**src/rtl/mux_rr_arbiter_4x1.sv**
```systemverilog
// Round-robin 4:1 arbiter/mux feeding a one-entry registered output stage; ARB_STATS_EN adds per-requester grant counters.
// One cycle from accepted input to out_valid, one word per cycle; in_ready stays low while the output is full and out_ready is low.
module mux_rr_arbiter_4x1 #(
    parameter int WIDTH = 32,
    parameter int CNT_W = 16
) (
    input  logic             clk,
    input  logic             rst,
    input  logic [3:0]       in_valid,
    output logic [3:0]       in_ready,
    input  logic [WIDTH-1:0] in_data0,
    input  logic [WIDTH-1:0] in_data1,
    input  logic [WIDTH-1:0] in_data2,
    input  logic [WIDTH-1:0] in_data3,
    output logic             out_valid,
    input  logic             out_ready,
    output logic [WIDTH-1:0] out_data,
    output logic [1:0]       out_sel
`ifdef ARB_STATS_EN
    ,
    output logic [4*CNT_W-1:0] grant_cnt
`endif
);

    localparam logic [0:0] ST_EMPTY = 1'b0;
    localparam logic [0:0] ST_FULL  = 1'b1;

    logic [0:0]       r_state;
    logic [WIDTH-1:0] r_out_data;
    logic [1:0]       r_out_sel;
    logic [1:0]       r_ptr;

    logic             w_can_load;
    logic             w_found;
    logic [1:0]       w_gnt;
    logic [1:0]       w_idx;
    logic             w_xfer;
    logic [WIDTH-1:0] w_mux;

    assign w_can_load = (r_state == ST_EMPTY) || out_ready;

    // Scan from the farthest offset down so the one closest to ptr wins.
    always_comb begin
        w_found = 1'b0;
        w_gnt   = 2'd0;
        w_idx   = 2'd0;
        for (int k = 3; k >= 0; k--) begin
            w_idx = r_ptr + 2'(k);
            if (in_valid[w_idx]) begin
                w_found = 1'b1;
                w_gnt   = w_idx;
            end
        end
    end

    assign w_xfer = w_can_load && w_found && !rst;

    always_comb begin
        in_ready = 4'b0000;
        if (w_xfer) begin
            in_ready[w_gnt] = 1'b1;
        end
    end

    always_comb begin
        w_mux = in_data0;
        case (w_gnt)
            2'd0: w_mux = in_data0;
            2'd1: w_mux = in_data1;
            2'd2: w_mux = in_data2;
            2'd3: w_mux = in_data3;
            default: w_mux = in_data0;
        endcase
    end

    always_ff @(posedge clk) begin
        if (rst) begin
            r_state    <= ST_EMPTY;
            r_out_data <= '0;
            r_out_sel  <= 2'd0;
            r_ptr      <= 2'd0;
        end else if (w_xfer) begin
            r_state    <= ST_FULL;
            r_out_data <= w_mux;
            r_out_sel  <= w_gnt;
            r_ptr      <= w_gnt + 2'd1;
        end else if ((r_state == ST_FULL) && out_ready) begin
            r_state <= ST_EMPTY;
        end
    end

    assign out_valid = (r_state == ST_FULL);
    assign out_data  = r_out_data;
    assign out_sel   = r_out_sel;

`ifdef ARB_STATS_EN
    logic [CNT_W-1:0] r_cnt [4];

    for (genvar i = 0; i < 4; i++) begin : g_cnt
        always_ff @(posedge clk) begin
            if (rst) begin
                r_cnt[i] <= '0;
            end else if (w_xfer && (w_gnt == 2'(i)) && (r_cnt[i] != {CNT_W{1'b1}})) begin
                r_cnt[i] <= r_cnt[i] + 1'b1;
            end
        end
        assign grant_cnt[i*CNT_W +: CNT_W] = r_cnt[i];
    end
`else
    logic w_unused_cnt_w;
    assign w_unused_cnt_w = ^CNT_W;
`endif

endmodule

```
**config.mk**
```make
export PLATFORM = sky130hd
export DESIGN_NAME = mux_rr_arbiter_4x1
export DESIGN_NICKNAME = d
export VERILOG_FILES = /design/src/rtl/mux_rr_arbiter_4x1.sv
export SDC_FILE = /design/constraint.sdc
export NUM_CORES = 1
export LEC_CHECK = 0
export ABC_AREA = 1
export CORE_MARGIN = 2
export CORE_UTILIZATION = 35
export CTS_BUF_LIST = sky130_fd_sc_hd__clkbuf_4 sky130_fd_sc_hd__clkbuf_8
export CTS_CLUSTER_SIZE = 28
export DETAILED_ROUTE_END_ITERATION = 10
export PLACE_DENSITY = 0.84
export SYNTH_ARGS = -nofsm -noshare
export SYNTH_HDL_FRONTEND = slang
export SYNTH_SLANG_ARGS = --single-unit
```
**constraint.sdc**
```tcl
create_clock -name clk -period 3.4 [get_ports clk]
set_clock_uncertainty 0.05 [all_clocks]
set_input_delay 0.68 -clock clk [delete_from_list [all_inputs] [get_ports clk]]
set_output_delay 0.68 -clock clk [all_outputs]
set_load 0.03 [all_outputs]
```
==> impl_results.md, run 1 <==
* Worst r2r path cells at 18
* Critical Path AT at 2.55 ns
* Core Area at 7610 um^2
* Mapped cell area at 2710 um^2
* CTS tree: yes
* Post-Syn Instances at 380
* PortBufs at 173
* H-tree depth at 2
* Hold Crit Depth at 2
* Sw Ratio at 45.3%
* Worst-Skew Late Latency at 0.28 ns
* Routed len/inst at 13.9 um
* Leakage power at 1.91 nW
* DRT Pass-1 Iters at 4
* Gpl congestion at 0.786
* Critical path, cell by cell: clkdlybuf4s50_1, inv_1, nand2_1, nand2_1, o21ai_0, nand2_1, nand3_1, nand2_2, inv_2, ha_2, inv_1, nor2_2, buf_4
* Syn nets at 520
* Worst slew margin at 66.1%
* Comb pwr share at 68.7%
* Crit path kind: in2out
* First-pass GRT wire length at 14400 um
* Via count at 3194
* # setup viols final at 0
* Hold endpoint: out_sel[1]$_SDFFE_PP0P_
* Ratio of cells with drive above 1 in the final layout at 22.0%
* FILL cells at 689
* # rows at 32
* Worst EP required at 2.67 ns
* Crit Reg-Reg Startpoint: r_ptr[0]$_SDFFE_PP0P_
* Most frequent cells in the layout: clkdlybuf4s50_1, nand2_1, dfxtp_1
* Commonest non-fill, non-tap cell in the layout: clkdlybuf4s50_1
* WL final at 8940 um
* Post-DP HPWL at 6890 um
* Critical Path Most Common Cell: nand2_1
* Starting Density at 35.6%
* Avg Inst Size Synth at 7.13 um^2
* Final Hold Viols at 0
* Reg-to-reg endpoint: out_data[16]$_SDFFE_PP0P_
* Outcome: complete, no violations
* R2r setup slk at 0.72 ns
* Antenna diodes at 0
* Hold WC Path Type: reg2reg
* Area delta synth->final at 70.2%
* Int Power at 0.00168 W
* Critical path's top delay family: buffers and inverters
* CTS Buffer Depth at 2
* Startpoint Class: primary input
* CP endpoint kind: primary output
* Clk Tree Root Cell: clkbuf_8
* WHS at 0.431 ns
* Residual DRC at 0
* Clk slew on worst S/H paths at 0.07 ns
* Pre-CTS setup slack at 0.0289 ns
* CTS Buf Count at 5
* Slowest cell delay on critical path at 0.51 ns
* Hold_buf cts at 0
* Nets at 682
* Fin crit share at 96.3%
* Multi-input gate area at 1710 um^2
* Slowest CP cell: clkdlybuf4s50_1
* GR Overflow Total at 0
* Syn. warnings at 0
* Final min period at 3.28 ns
* Top Ports at 174
* Chip width at 92.0 um
* Sw Pwr at 0.00139 W
* Worst path buffer plus inverter count at 5
* DRT iter0 DRCs at 85
* Worst vdd ir at 506 uV
* Setup slack after layout at 0.124 ns
* Unique masters post-synth at 25
* Die Y at 92.0 um
* Beginning of the worst hold path: out_sel[1]$_SDFFE_PP0P_
* Post-route ant nets at 0
* Initial antenna violation count at 0
* Crit. Startpoint: in_valid[1]
* Register area share after synthesis at 27.3%
* Reg area at 741 um^2
* Worst slew pin tran at 0.508 ns
* FMAX at 305 MHz
* CP Max Fanout at 3
* Vias per std cell at 4.96
* Max-slew violation count at 0
* Total die area at 8460 um^2
* Max-cap viol count at 0
* Seq cells post-synth at 37
* Cell Pwr Density at 666 nW/um^2
* Flop pwr share at 19.5%
* Vias in the first global route at 3193
* Number of sinks on the clock net at 37
* GRT Util Overall at 20.7%
* Largest net degree at the start of global routing at 36
* Clock Power Share at 11.8%
## worst max path at each step
stage                  endpoint  slack, ns  cells past startpoint
floorplan           in_ready[1]       0.18                     12
global placement    in_ready[3]       0.20                     12
detailed placement  in_ready[2]       0.03                     15
CTS                 in_ready[2]       0.02                     15
global route        in_ready[1]      -0.03                     13
finish              in_ready[2]       0.12                     13
## worst min-delay path, delay by kind of cell (launching register included)
family	cells	cell delay, ns
DFF	1	0.32
and+or+nand+nor	2	0.12
## cell usage after synthesis (all sizes together)
| master | instances | area share, % |
|---|---|---|
| nand3 | 5 | 0.92 |
| ha | 5 | 2.3 |
| a21oi | 5 | 1.3 |
| o22ai | 32 | 7.4 |
| nand2 | 134 | 21 |
| dfxtp | 37 | 27 |
| o21ai | 36 | 10 |
| inv | 23 | 3.4 |
| nor2 | 40 | 8.3 |
| nor3 | 1 | 0.18 |
| a22o | 32 | 10 |
| clkbuf | 23 | 3.3 |
| buf | 7 | 3.5 |
## what timing repair did
item,CTS,global route
endpoints found under the setup margin,0,4
buffers inserted,0,1
resized for setup,0,7
## final cells by class
type | instances | share of cell area [%]
repair buffers | 185 | 40.0
multi-input cells | 290 | 37.0
flip-flops and latches | 37 | 16.1
well taps | 102 | 2.77
inverters | 23 | 1.98
clock buffers | 5 | 1.49
clock inverters | 2 | 0.759
## cell families after synthesis
| kind of cell | Yosys count | synth area share, % |
|---|---|---|
| flip-flops | 37 | 27.3 |
| buffers and inverters | 53 | 10.2 |
| adder cells (fa/ha/maj) | 5 | 2.31 |
| AND/OR/NAND/NOR | 180 | 30.8 |
| AO/OA/AOI/OAI | 105 | 29.3 |
## power by group through the flow
| stage | sequential, W | combinational [W] | clock [W] |
|---|---|---|---|
| after floorplan | 0.000779 | 0.00125 | 0 |
| after global placement | 0.000605 | 0.00202 | 0 |
| after detailed placement | 0.000611 | 0.00208 | 0 |
| after CTS | 0.000602 | 0.00209 | 0.000375 |
| after global routing | 0.000614 | 0.00231 | 0.000394 |
| final | 0.000600 | 0.00211 | 0.000362 |
## sequential cells by signal, indices dropped and copies added (netlist names)
name and flops:
out_data 32, out_sel 2, r_ptr 2, out_valid 1
## layer usage
layer	up-vias	global-route usage, %	wire length [um]
li1	1598	-	-
met1	1457	22.4	3490
met3	12	6.74	796
met5	-	0	0
met2	127	39.8	4550
met4	0	2.99	108
## per-stage QoR
stage / instances / total power [W] / setup TNS (ns) / area (um^2) / util [%]
after floorplan: 380 / 0.00203 / 0 / 2710 / -
after global placement: 636 / 0.00263 / 0 / 4490 / 59.0
after detailed placement: 636 / 0.00269 / 0 / 4490 / 59.0
after CTS: 643 / 0.00307 / 0 / 4590 / 60.4
after global routing: 644 / 0.00332 / -0.0625 / 4610 / 60.6
final: 644 / 0.00307 / 0 / 4610 / 60.6
Power figures use the tool's default switching activity.
==> run 2: changes to the inputs <==
Settings changed: GPL_ROUTABILITY_DRIVEN set to 0.
==> results of run 2 <==
Same layout as run 1: the final DEF is identical, and so are final timing and power.
==> run 3: changes to the inputs <==
Settings changed: CORE_MARGIN 2 to 1, PLACE_DENSITY 0.84 to not set, PLACE_DENSITY_LB_ADDON set to 0.25, SLEW_MARGIN set to 20.
==> run 3 against run 2 <==
Highest routed layer unchanged. Largest cell class unchanged. Die area shrank 4.3%. Sequential share of layout area hardly changed. Register-to-register slack worse by 0.03 ns. Largest power group unchanged. Clock-buffer cell count rose by 2. Via count shrank 2.0%. Critical endpoint is now in_ready[3]. Non-clock buffer count unchanged. First-iteration DRC count grew 59%. Routed wire length up 0.58%.
==> impl_results.md, run 3 (synthesis results as in run 1) <==
* Hold_buf cts at 0 (unchanged)
* Residual DRC at 0 (unchanged)
* Post-route ant nets at 0 (unchanged)
* Worst r2r path cells at 16 (-2)
* Int Power at 0.00170 W (+1.3%)
* Startpoint Class: primary input
* Starting Density at 36.8% (+1.1 points)
* H-tree depth at 2 (unchanged)
* Max-cap viol count at 0 (unchanged)
* Max reg flops at 32 (unchanged)
* Final Hold Viols at 0 (unchanged)
* First-pass GRT wire length at 14800 um (+2.5%)
* Number of sinks on the clock net at 37 (unchanged)
* Metal-1 WL at 3790 um (+8.7%)
* Crit Reg-Reg Startpoint: r_ptr[0]$_SDFFE_PP0P_
* PortBufs at 173 (unchanged)
* CTS Buffer Depth at 2 (unchanged)
* DRT iter0 DRCs at 135 (+59%)
* WHS at 0.448 ns (+0.0169 ns)
* Crit path kind: in2out
* DP Cell Count at 634 (-0.31%)
* Vias per std cell at 4.88 (-1.7%)
* Worst vdd ir at 451 uV (-11%)
* WL met3 at 702 um (-12%)
* Largest net degree at the start of global routing at 38 (+5.6%)
* Clock Power Share at 13.1% (+1.3 points)
* Critical Path AT at 2.52 ns (-0.03 ns)
* Reg-to-reg endpoint: out_data[17]$_SDFFE_PP0P_
* FMAX at 308 MHz (+0.86%)
* Final min period at 3.25 ns (-0.0278 ns)
* Flop pwr share at 19.5% (about the same)
* Post-Layout Cell Count at 642 (-0.31%)
* Core Area at 7370 um^2 (-3.1%)
* Top Ports at 174 (unchanged)
* Setup Fix Bufs, Post-CTS at 0 (unchanged)
* Ratio of cells with drive above 1 in the final layout at 21.5% (-0.41 points)
* GR Overflow Total at 0 (unchanged)
* GRT Util Overall at 22.1% (+1.4 points)
* Total die area at 8100 um^2 (-4.3%)
* Sw Pwr at 0.00138 W (-0.79%)
* CP endpoint kind: primary output
* Max layer used: met4
* Chip width at 90.0 um (-2.2%)
* R2r setup slk at 0.69 ns (-0.03 ns)
* Most frequent cells in the layout: clkdlybuf4s50_1, nand2_1, dfxtp_1
* CTS Buf Count at 5 (unchanged)
* Nets at 682 (unchanged)
* Hold Crit Depth at 2 (unchanged)
* Outcome: complete, no violations
* CTS tree: yes
* # rows at 31 (-3.1%)
* Post-DP HPWL at 6780 um (-1.6%)
* Cell Pwr Density at 668 nW/um^2 (+0.24%)
* Via count at 3131 (-2.0%)
* Sw Ratio at 44.8% (-0.51 points)
* # setup viols final at 0 (unchanged)
* Initial antenna violation count at 0 (unchanged)
* Worst EP required at 2.67 ns (about the same)
* Commonest non-fill, non-tap cell in the layout: clkdlybuf4s50_1
* Hold endpoint: out_sel[1]$_SDFFE_PP0P_
* Max-slew violation count at 0 (unchanged)
* CP Max Fanout at 3 (unchanged)
* Setup TNS at 0 ns (unchanged)
* WL final at 8990 um (+0.58%)
* Routed len/inst at 14.0 um (+0.89%)
* DRT Pass-1 Iters at 4 (unchanged)
* Comb pwr share at 67.4% (-1.3 points)
* Beginning of the worst hold path: out_sel[1]$_SDFFE_PP0P_
* Worst slew pin tran at 0.520 ns (+0.0116 ns)
* Tot Pwr at 0.00308 W (+0.35%)
* Clk slew on worst S/H paths at 0.08 ns (about the same)
* Hold WC Path Type: reg2reg
* Met2 WL post-DR at 4420 um (-2.7%)
* Die Y at 90.0 um (-2.2%)
* RSZ-0062 raised after global routing: no
* Antenna diodes at 0 (unchanged)
* Leakage power at 1.92 nW (+0.46%)
* Worst slew margin at 65.4% (-0.77 points)
* Fin crit share at 95.5% (-0.82 points)
* Area delta synth->final at 70.4%
* Vias in the first global route at 3036 (-4.9%)
* Clk Tree Root Cell: clkbuf_8
* Worst-Skew Late Latency at 0.28 ns (about the same)
[run 3: critical path, cell delays in order]
cell	delay, ns
clkdlybuf4s50_1	0.50
inv_1	0.05
nand2_1	0.08
nand3_1	0.12
inv_1	0.15
nor3_1	0.08
o21ai_1	0.18
buf_4	0.16
ha_1	0.19
inv_1	0.05
nor2_1	0.10
buf_4	0.17
[run 3: worst max-delay path by stage]
stage                      from     endpoint  cells after the start
global placement    in_valid[3]  in_ready[2]                     12
detailed placement  in_valid[3]  in_ready[2]                     12
floorplan           in_valid[1]  in_ready[1]                     12
CTS                 in_valid[3]  in_ready[2]                     12
finish              in_valid[3]  in_ready[3]                     12
global route        in_valid[1]  in_ready[3]                     13
[run 3: per-stage QoR]
step	instance area, um^2	util (%)	setup slack (ns)
6_report	4620	62.7	0.152
5_1_grt	4620	62.7	0.0226
4_1_cts	4610	62.6	0.0976
3_5_place_dp	4490	61.0	0.107
3_3_place_gp	4490	61.0	0.213
2_1_floorplan	2710	-	0.180
[run 3: power groups by stage]
stage	logic, W	clock network, W	registers [W]
3_3_place_gp	0.00204	0	0.000608
2_1_floorplan	0.00125	0	0.000779
4_1_cts	0.00208	0.000414	0.000604
6_report	0.00208	0.000404	0.000603
5_1_grt	0.00227	0.000433	0.000617
3_5_place_dp	0.00207	0	0.000613
[run 3: per-layer routing]
metal	vias up	GRT usage [%]
met1	1391	27.5
met5	-	0
li1	1593	-
met4	0	3.09
met3	9	6.01
met2	138	39.0
[run 3: layout make-up]
class	count	area, um^2
Fill cell	664	2750
Timing Repair Buffer	185	1840
Multi-Input combinational cell	290	1700
Sequential cell	37	741
Tap cell	99	124
Inverter	23	91.3
Clock buffer	7	90.1
Clock inverter	1	30.0
[run 3: what timing repair did]
action                                 CTS  global route
endpoints found under the hold margin    0             0
setup endpoints to repair                0             3
resized for setup                        0             5
